<file path="config.mk">
export PLATFORM = sky130hd
export DESIGN_NAME = prod_bcd_converter_flat
export DESIGN_NICKNAME = d
export VERILOG_FILES = /design/src/rtl/prod_bcd_converter_if.sv /design/src/rtl/prod_bcd_converter.sv /design/src/flat_wrapper.sv
export SDC_FILE = /design/constraint.sdc
export NUM_CORES = 1
export LEC_CHECK = 0
export CAP_MARGIN = 20
export CORE_ASPECT_RATIO = 1.5
export CORE_UTILIZATION = 50
export DETAILED_ROUTE_END_ITERATION = 6
export PLACE_DENSITY = 0.71
export SLEW_MARGIN = 20
export SYNTH_ARGS = -nofsm -noshare
export SYNTH_HDL_FRONTEND = slang
export SYNTH_SLANG_ARGS = --single-unit
</file>
<file path="constraint.sdc">
create_clock -name clk -period 1.9 [get_ports clk]
set_input_delay 0.38 -clock clk [delete_from_list [all_inputs] [get_ports clk]]
set_output_delay 0.38 -clock clk [all_outputs]
set_load 0.02 [all_outputs]
</file>
<file path="src/rtl/prod_bcd_converter_if.sv">
// Handshake/result bundle between the multiplier and the BCD converter.
// The master drives start/prod; the slave returns status and the BCD result.
interface prod_bcd_converter_if #(
    parameter int WIDTH  = 8,
    parameter int DIGITS = 3
);
    logic                  start;
    logic [WIDTH-1:0]      prod;
    logic                  busy;
    logic                  done;
    logic                  sign;
    logic [4*DIGITS-1:0]   bcd;

    modport master (
        output start, prod,
        input  busy, done, sign, bcd
    );

    modport slave (
        input  start, prod,
        output busy, done, sign, bcd
    );
endinterface

</file>
<file path="src/rtl/prod_bcd_converter.sv">
// Sequential signed-binary to BCD converter (double dabble, one bit/clock).
// Result and sign are registered and only change on the done edge.
module prod_bcd_converter #(
    parameter int WIDTH  = 8,
    parameter int DIGITS = 3
) (
    input  logic                 clk,
    input  logic                 rst,
    prod_bcd_converter_if.slave  bus
);
    localparam int BW = 4 * DIGITS;
    localparam int CW = $clog2(WIDTH + 1);

    typedef enum logic [1:0] {
        S_IDLE  = 2'd0,
        S_SHIFT = 2'd1,
        S_DONE  = 2'd2
    } state_t;

    state_t           r_state;
    state_t           w_next;
    logic             r_sign;
    logic [WIDTH-1:0] r_mag;
    logic [BW-1:0]    r_scratch;
    logic [CW-1:0]    r_cnt;
    logic             r_busy;
    logic             r_done;
    logic             r_sign_o;
    logic [BW-1:0]    r_bcd;
    logic [BW-1:0]    w_adj;
    logic [WIDTH-1:0] w_mag;

    // Absolute value; the most negative input maps to 2**(WIDTH-1) unsigned
    always_comb begin
        w_mag = bus.prod;
        if (bus.prod[WIDTH-1])
            w_mag = ~bus.prod + WIDTH'(1);
    end

    // Add-3 correction for every scratch digit >= 5 before the shift
    always_comb begin
        w_adj = r_scratch;
        for (int d = 0; d < DIGITS; d++) begin
            if (r_scratch[4*d +: 4] >= 4'd5)
                w_adj[4*d +: 4] = r_scratch[4*d +: 4] + 4'd3;
        end
    end

    // State register
    always_ff @(posedge clk or posedge rst) begin
        if (rst)
            r_state <= S_IDLE;
        else
            r_state <= w_next;
    end

    // Next-state logic
    always_comb begin
        w_next = r_state;
        unique case (r_state)
            S_IDLE:  if (bus.start) w_next = S_SHIFT;
            S_SHIFT: if (r_cnt == CW'(WIDTH - 1)) w_next = S_DONE;
            S_DONE:  w_next = S_IDLE;
            default: w_next = S_IDLE;
        endcase
    end

    // Datapath: capture, shift, and publish the result
    always_ff @(posedge clk or posedge rst) begin
        if (rst) begin
            r_sign    <= 1'b0;
            r_mag     <= '0;
            r_scratch <= '0;
            r_cnt     <= '0;
            r_busy    <= 1'b0;
            r_done    <= 1'b0;
            r_sign_o  <= 1'b0;
            r_bcd     <= '0;
        end else begin
            r_busy <= (w_next != S_IDLE);
            r_done <= 1'b0;
            unique case (r_state)
                S_IDLE: begin
                    if (bus.start) begin
                        r_sign    <= bus.prod[WIDTH-1];
                        r_mag     <= w_mag;
                        r_scratch <= '0;
                        r_cnt     <= '0;
                    end
                end
                S_SHIFT: begin
                    r_scratch <= {w_adj[BW-2:0], r_mag[WIDTH-1]};
                    r_mag     <= r_mag << 1;
                    r_cnt     <= r_cnt + CW'(1);
                end
                S_DONE: begin
                    r_bcd    <= r_scratch;
                    r_sign_o <= r_sign;
                    r_done   <= 1'b1;
                end
                default: ;
            endcase
        end
    end

    assign bus.busy = r_busy;
    assign bus.done = r_done;
    assign bus.sign = r_sign_o;
    assign bus.bcd  = r_bcd;
endmodule

</file>
<file path="src/flat_wrapper.sv">
// flat-port wrapper written by rule: the top's interface ports become plain ports
module prod_bcd_converter_flat 
#(
    parameter int WIDTH  = 8,
    parameter int DIGITS = 3
)
  (clk, rst, bus_start, bus_prod, bus_busy, bus_done, bus_sign, bus_bcd);
  prod_bcd_converter_if #(.WIDTH(WIDTH), .DIGITS(DIGITS)) bus_i ();
  input  logic clk;
  input  logic rst;
  input wire logic [$bits(bus_i.start)-1:0] bus_start;
  input wire logic [$bits(bus_i.prod)-1:0] bus_prod;
  output wire logic [$bits(bus_i.busy)-1:0] bus_busy;
  output wire logic [$bits(bus_i.done)-1:0] bus_done;
  output wire logic [$bits(bus_i.sign)-1:0] bus_sign;
  output wire logic [$bits(bus_i.bcd)-1:0] bus_bcd;
  assign bus_i.start = bus_start;
  assign bus_i.prod = bus_prod;
  assign bus_busy = bus_i.busy;
  assign bus_done = bus_i.done;
  assign bus_sign = bus_i.sign;
  assign bus_bcd = bus_i.bcd;
  prod_bcd_converter #(.WIDTH(WIDTH), .DIGITS(DIGITS)) u_core (.clk(clk), .rst(rst), .bus(bus_i));
endmodule
</file>
Word level (Yosys, flattened, before mapping)
Index checks and enable logic that the tools add are counted.
- bits in registers: 42
- input port bits: 11
- output and inout bits: 15
- logic and storage cells: 41
- $add $sub $neg: 5
- $lt $le $gt $ge: 3
- equal/unequal tests: 4
- multiplexer cells: 14
- bitwise gates (word level): 1
- reduce and logical (&&, ||, !) cells: 5
- operators by type and width (operator ; number):
    $pmux W12 S2 ; 1
    $mux W8 ; 2
    $pmux W8 S2 ; 1
    $ge A4 B3 Y1 const B ; 3
    $mux W12 ; 1
    $mux W4 ; 3
    $add A4 B2 Y4 const B ; 2
    $add A8 B1 Y8 const B ; 1
    $not A8 Y8 ; 1
    $pmux W4 S2 ; 1
    $add A4 B1 Y4 const B ; 1
    $eq A4 B3 Y1 const B ; 1
    $mux W2 ; 2
    $pmux W2 S2 ; 1
    $reduce_and A2 Y1 ; 2
    $reduce_bool A2 Y1 ; 2
    $add A3 B2 Y3 const B ; 1
    $mux W3 ; 1
    $eq A2 B1 Y1 const B ; 1
    $eq A2 B2 Y1 const B ; 1
    $logic_not A2 Y1 ; 1
    $ne A2 B2 Y1 const B ; 1
    $mux W1 ; 1

Depth between registers and ports, before layout
Gate-level depths: netlist of run 1.
- word-level depth: 5
- mapped depth: 7
- gate-level depth less buffers: 6

Least setup slack after synthesis of run 1
No wires, ideal clock.
- path type: reg2reg
- start: register u_core.r_scratch[4]
- end: register u_core.r_scratch[6]
- library setup time: 121 ps
- arrival time: 1226 ps
- data required time: 1779 ps
- path slack: 553 ps
- cell stages (with the launch flop): 7
- path buffers: 0
- period minus slack after synthesis: 1347 ps
- cell sequence: dfrtp_1 -> inv_1 -> ha_1 -> nand2b_1 -> a21oi_1 -> mux2i_1 -> a22o_1
- longest elaborated chain between the ends: 3
- elaborated cells between the ends (all ways): 4
- classes of those cells: 1 x add/sub; 1 x order compare; 2 x mux
- RTL lines (what ; RTL line ; text):
    start, declared ; prod_bcd_converter.sv:24 ; logic [BW-1:0] r_scratch;
    start signal, assigned ; prod_bcd_converter.sv:92 ; r_scratch <= {w_adj[BW-2:0], r_mag[WIDTH-1]};
    $add A4 B2 Y4 or $ge A4 B3 Y1 (tied branches) ; prod_bcd_converter.sv:45, prod_bcd_converter.sv:44 ;
    $mux W4 (*) ; prod_bcd_converter.sv:44 ; if (r_scratch[4*d +: 4] >= 4'd5)
    $pmux W12 S2 (*) ; prod_bcd_converter.sv:82 ; unique case (r_state)
Mark *: on every way between the ends. The rest lies on a longest branch, timed or not.
A chain may end at the register's enable or synchronous reset.

Worst setup path after layout of run 1
- start: register u_core.r_bcd[9], in the netlist u_core.bus.bcd[9]
- end: output bus_bcd[9]
- RTL lines (what ; RTL line ; text):
    start, declared ; prod_bcd_converter.sv:29 ; logic [BW-1:0] r_bcd;
    start signal, assigned ; prod_bcd_converter.sv:97 ; r_bcd <= r_scratch;
    end, declared ; flat_wrapper.sv:16 ; output wire logic [$bits(bus_i.bcd)-1:0] bus_bcd;
No word-level cell between the ends.

==> summary.txt, run 1 <==
Outcome: finished clean
Most frequent cells in the layout: 42 x dfrtp_1, 25 x clkdlybuf4s50_1, 14 x mux2_2, 10 x inv_1, 10 x buf_4
Mapped Nets: 191
Layout cells sized above 1: 17.8%
Worst Tran Pin Value: 0.506 ns
Area growth syn-to-layout: 22.4%
FF+latch count, synth: 42
Initial Utilization: 51.8%
Final ANT Viol Nets: 0
Final clock period utilization by the worst path: 86.2%
Resize count post-CTS: 0
CTS tree: done
Critical-path cell list: clkdlybuf4s50_1
Clock Tree Buf Depth: 2
Cell count of the worst reg-to-reg path: 6
Power Density: 1580 mW/mm^2
Crit path max fanout: 2
GPL Wtd Cong: 0.737
DR DRC count: 0
Critical Path AT: 1.26 ns
Clock Sinks: 42
Antenna diode count: 0
Nets: 226
GRT Util Overall: 20.8%
Most common cell after layout, fill and taps aside: dfrtp_1
Mapped cell area: 0.00203 mm^2
Vias: 1462
Crit path max-delay family: buffers and inverters
I/O Pins: 26
Post-route minimum period: 1.64 ns
Critical path endpoint category: output pin
Peak supply drop: 1030 uV
Clock transition at the registers of the reported paths: 0.08 ns
Clock Latency Late Sink: 0.30 ns
Mean Syn Cell Area: 11.8 um^2
Core Region: 0.00392 mm^2
Hold slack: 0.424 ns
Pre-antenna DRT Iters: 4
Netlist cell types: 39
CP Class: reg2out
Vias per std cell: 5.78
Gr ovfl total: 0
Mapped Cells: 172
Max incr delay on CP: 0.60 ns
Buffer count from post-CTS setup fixing: 0
CP required: 1.52 ns
Vias in the first global route: 1467
Post-CTS Hold Buffers: 0
Full die area: 0.00433 mm^2
Die Width: 54.1 um
Pin count of the biggest net entering global routing: 43
Fmax achieved: 611 MHz
Starting DRT DRC Count: 21
CP Buf/Inv Count: 1
Setup TNS: 0 ns
IO buf count: 25
H-tree depth: 2
Detail Placement HPWL: 2810 um
Final core area utilization: 63.4%
Final WL: 3820 um
Leak: 1.13 nW
Die Y: 80.1 um
Wirelength per Cell: 15.1 um
Post-synth EDFFs: 0
Ys Warns: 0
Num CTS Buffers: 5
Row cnt: 28
Final hold violation count: 0
Final number of setup-violating endpoints: 0
Initial antenna violation count: 0
Fin area: 0.00249 mm^2
Slowest CP cell: clkdlybuf4s50_1
Design Power: 0.00392 W
DP Area: 0.00238 mm^2
Startpoint types: flip-flop
Clock Skew: 0.0117 ns
First-pass GRT wire length: 6500 um
FFs w/ async S/R, synth: 100%
Clock Tree Root: clkbuf_8
Max-slew headroom: 66.3%
RSZ-0062 raised after global routing: no
Pins Over Slew Limit: 0
Sequential area share after synthesis: 51.7%
Hold Crit Class: in2async
Maximum Capacitance Violations: 0
Main synth FF type: dfrtp_1
Crit path depth: 1
-- state kept, by name, indices dropped and copies added, names as in the netlist --
signal            cells
u_core.r_mag          8
u_core.r_state        2
u_core.bus.bcd       12
u_core.r_sign         1
u_core.r_cnt          4
u_core.bus.busy       1
u_core.bus.sign       1
u_core.bus.done       1
u_core.r_scratch     12
-- area by class of cell --
cell class	count	area [um^2]
fillers	325	1440
clock inverters	2	37.5
well taps	45	56.3
flip-flops and latches	42	1050
clock buffers	6	72.6
inverters	11	41.3
multi-input cells	111	882
repair buffers	36	345
-- power by group --
part | internal [W] | switching (W) | leakage, nW
Combinational | 0.000857 | 0.000818 | 0.536
Sequential | 0.00126 | 0.000281 | 0.542
Clock | 0.000392 | 0.000308 | 0.0514
Total | 0.00251 | 0.00141 | 1.13
-- metrics by stage --
stage / std cells / setup WS (ns)
global route: 253 / 0.203
detailed placement: 245 / 0.0731
floorplan: 172 / 0.546
CTS: 253 / 0.242
finish: 253 / 0.262
global placement: 245 / 0.0765
-- logic make-up (layout without fill, tap and decap cells) --
family	after synthesis	in the layout	synth area share, %
buffers and inverters	19	55	4.86
and+or+nand+nor	29	29	8.68
muxes	18	18	9.73
xor gates and xnor gates	8	8	3.45
AOI/OAI and AO/OA	48	48	16.6
DFF	42	42	51.7
adders and majority gates	8	8	4.93
-- final timing paths --
kind	startpoint	endpoint	slack (ns)
max in group asynchronous	rst	u_core.r_scratch[0]	1.26
worst max register to register	u_core.r_scratch[8]	u_core.r_scratch[10]	0.35
worst min-delay path	rst	u_core.bus.bcd[9]	0.42
min in group clk	u_core.r_cnt[3]	u_core.r_cnt[3]	0.50
worst min register to register	u_core.r_cnt[3]	u_core.r_cnt[3]	0.50
worst max-delay path	u_core.bus.bcd[9]	bus_bcd[9]	0.26
-- routing by layer --
| layer | global-route usage [%] | routed length [um] | share of wire [%] |
|---|---|---|---|
| met5 | 0 | 0 | 0 |
| met1 | 23.8 | 1520 | 40 |
| met2 | 35.3 | 2090 | 55 |
| met4 | 10.0 | 100 | 2.6 |
| met3 | 4.55 | 119 | 3.1 |
-- cells in the mapped netlist (5+ instances only) --
cell type	number	share of area, %
mux2_2	14	7.8
nand2_1	5	0.92
o21ai_0	9	2.2
a21oi_1	9	2.2
dfrtp_1	42	52
nand2b_1	6	1.8
a22o_1	6	2.6
xnor2_1	6	2.6
ha_1	8	4.9
o22ai_1	8	2.5
inv_1	10	1.8
nor2_1	5	0.92
Note: power is estimated with default switching activity, not from simulation.
==> inputs of run 2 (changes only) <==
DONT_BUFFER_PORTS = 1   (was unset)
HOLD_SLACK_MARGIN = 0.08   (was unset)
PLACE_DENSITY = 0.63   (was 0.71)
==> run 2 against run 1 <==
Against the previous run: count of clock-buffer cells in the layout unchanged; non-clock buffer count down 32; combinational power fell by 30%; utilization decreased by 8.0 points; worst setup slack improved by 0.059 ns; total power fell by 8.2%.
==> summary.txt, run 2 (synthesized netlist as in run 1, its figures left out) <==
Wirelength per Cell: 15.4 um (was 15.1 um)
Seq pwr share: 47.1% (was 39.4%)
Row cnt: 28 (unchanged)
Pre-antenna DRT Iters: 5 (was 4)
Worst Tran Pin Value: 0.518 ns (was 0.506 ns)
Core Region: 0.00392 mm^2 (unchanged)
Clock Tree Root: clkbuf_8 (unchanged)
Setup slack after layout: 0.321 ns (was 0.262 ns)
Crit path launch: u_core.r_state[0] (was u_core.bus.bcd[9])
CTS tree: done (unchanged)
Setup TNS: 0 ns (unchanged)
GRT Util Overall: 18.6% (was 20.8%)
First-pass GRT wire length: 5770 um (was 6500 um)
Die Width: 54.1 um (unchanged)
Leak: 1.01 nW (was 1.13 nW)
Post-route minimum period: 1.58 ns (was 1.64 ns)
Fill count: 359 (was 325)
Crit path max fanout: 13 (was 2)
H-tree depth: 2 (unchanged)
Buffer count from post-CTS setup fixing: 0 (unchanged)
Maximum Capacitance Violations: 0 (unchanged)
Reg area: 0.00105 mm^2 (unchanged)
Critical Path AT: 1.76 ns (was 1.26 ns)
Sw Share: 36.3% (was 35.9%)
Die Y: 80.1 um (unchanged)
Final clock period utilization by the worst path: 83.1% (was 86.2%)
Clock Latency Late Sink: 0.29 ns (was 0.30 ns)
Max-slew headroom: 65.5% (was 66.3%)
Nets: 194 (was 226)
Vias per std cell: 5.92 (was 5.78)
Area growth syn-to-layout: 6.96% (was 22.4%)
Full die area: 0.00433 mm^2 (unchanged)
I/O Pins: 26 (unchanged)
Starting DRT DRC Count: 25 (was 21)
Vias: 1303 (was 1462)
Reg2Reg Launch Point: u_core.r_state[0] (was u_core.r_scratch[8])
Critical path endpoint category: flip-flop (was output pin)
Gr ovfl total: 0 (unchanged)
Power share of the clock group: 20.0% (was 17.9%)
Final number of setup-violating endpoints: 0 (unchanged)
Final WL: 3390 um (was 3820 um)
Most frequent cells in the layout: 42 x dfrtp_1, 14 x mux2_2, 10 x inv_1, 9 x o21ai_0, 9 x a21oi_1 (was 42 x dfrtp_1, 25 x clkdlybuf4s50_1, 14 x mux2_2, 10 x inv_1, 10 x buf_4)
Peak supply drop: 818 uV (was 1030 uV)
Initial Utilization: 51.8% (unchanged)
CP Class: reg2reg (was reg2out)
CP required: 2.09 ns (was 1.52 ns)
Pin count of the biggest net entering global routing: 43 (unchanged)
DR DRC count: 0 (unchanged)
Clock transition at the registers of the reported paths: 0.08 ns (about the same)
Clock Skew: 0.00942 ns (was 0.0117 ns)
Comb pwr share: 32.9% (was 42.8%)
RSZ-0062 raised after global routing: no (unchanged)
Vias in the first global route: 1329 (was 1467)
Net switching power: 0.00130 W (was 0.00141 W)
Pins Over Slew Limit: 0 (unchanged)
Initial antenna violation count: 0 (unchanged)
Startpoint types: flip-flop (unchanged)
DP Worst Slack: 0.316 ns (was 0.0731 ns)
Final ANT Viol Nets: 0 (unchanged)
Clock Tree Buf Depth: 2 (unchanged)
IO buf count: 0 (was 25)
Detail Placement HPWL: 2400 um (was 2810 um)
Clock Sinks: 42 (unchanged)
Layout cells sized above 1: 17.1% (was 17.8%)
Outcome: finished clean (unchanged)
Most common cell after layout, fill and taps aside: dfrtp_1 (unchanged)
GPL Wtd Cong: 0.790 (was 0.737)
Fmax achieved: 633 MHz (was 611 MHz)
Resize count post-CTS: 0 (unchanged)
Post-CTS Hold Buffers: 0 (unchanged)
Multi-input logic area: 882 um^2 (unchanged)
Power Density: 1650 mW/mm^2 (was 1580 mW/mm^2)
Final hold violation count: 0 (unchanged)
Hold Crit Class: in2async (unchanged)
Antenna diode count: 0 (unchanged)
P_int: 0.00229 W (was 0.00251 W)
Num CTS Buffers: 5 (unchanged)
==> run 2: changes by cell type in the layout (fill, tap and decap cells not counted) <==
cell,change
clkdlybuf4s50_1,-25
clkbuf_8,+1
buf_4,-6
buf_12,-1
clkbuf_1,-1
clkinvlp_4,-1
==> run 2: metrics by stage <==
| step | cell area (um^2) | power, W | cells | utilization, % | hold WS (ns) |
|---|---|---|---|---|---|
| after floorplan | 2030 | 0.00266 | 172 | - | 0.451 |
| after global placement | 2060 | 0.00285 | 213 | 52.5 | 0.430 |
| after detailed placement | 2060 | 0.00292 | 213 | 52.5 | 0.431 |
| after CTS | 2170 | 0.00364 | 220 | 55.4 | 0.107 |
| after global routing | 2170 | 0.00387 | 220 | 55.4 | 0.139 |
| final | 2170 | 0.00359 | 220 | 55.4 | 0.0880 |
==> run 2: metal layers <==
layer / up-vias / part of all wire (%) / track usage, %
li1: 622 / - / -
met1: 644 / 43 / 22.0
met2: 32 / 51 / 29.9
met3: 5 / 4.0 / 5.11
met4: 0 / 2.3 / 9.49
met5: - / 0 / 0
==> run 2: power groups by stage <==
| stage | logic, W | registers, W | clock network (W) |
|---|---|---|---|
| 3_3_place_gp | 0.00114 | 0.00171 | 0 |
| 5_1_grt | 0.00135 | 0.00176 | 0.000765 |
| 3_5_place_dp | 0.00120 | 0.00171 | 0 |
| 4_1_cts | 0.00121 | 0.00170 | 0.000734 |
| 6_report | 0.00118 | 0.00169 | 0.000717 |
| 2_1_floorplan | 0.00104 | 0.00162 | 0 |
==> run 2: cell type report <==
class / instances / area share, %
well taps: 45 / 2.59
clock inverters: 1 / 1.38
inverters: 11 / 1.90
clock buffers: 6 / 3.80
flip-flops and latches: 42 / 48.4
repair buffers: 4 / 1.38
multi-input cells: 111 / 40.6
==> run 2: path summary, 6_finish.rpt <==
kind,end,slack (ns),cells after the start
max,u_core.r_scratch[3],0.32,5
min,u_core.r_cnt[1],0.09,2
max reg2reg,u_core.r_scratch[3],0.32,5
min reg2reg,u_core.r_mag[1],0.49,2
max in group asynchronous,u_core.r_mag[4],1.44,2
min in group clk,u_core.r_mag[0],0.23,1
==> run 2: worst max-delay path, cell delays in order, from the launching register on <==
cell	delay, ns
dfrtp_1	0.55
nor2_1	0.08
or2_1	0.30
inv_2	0.22
o31ai_1	0.11
a32o_1	0.21
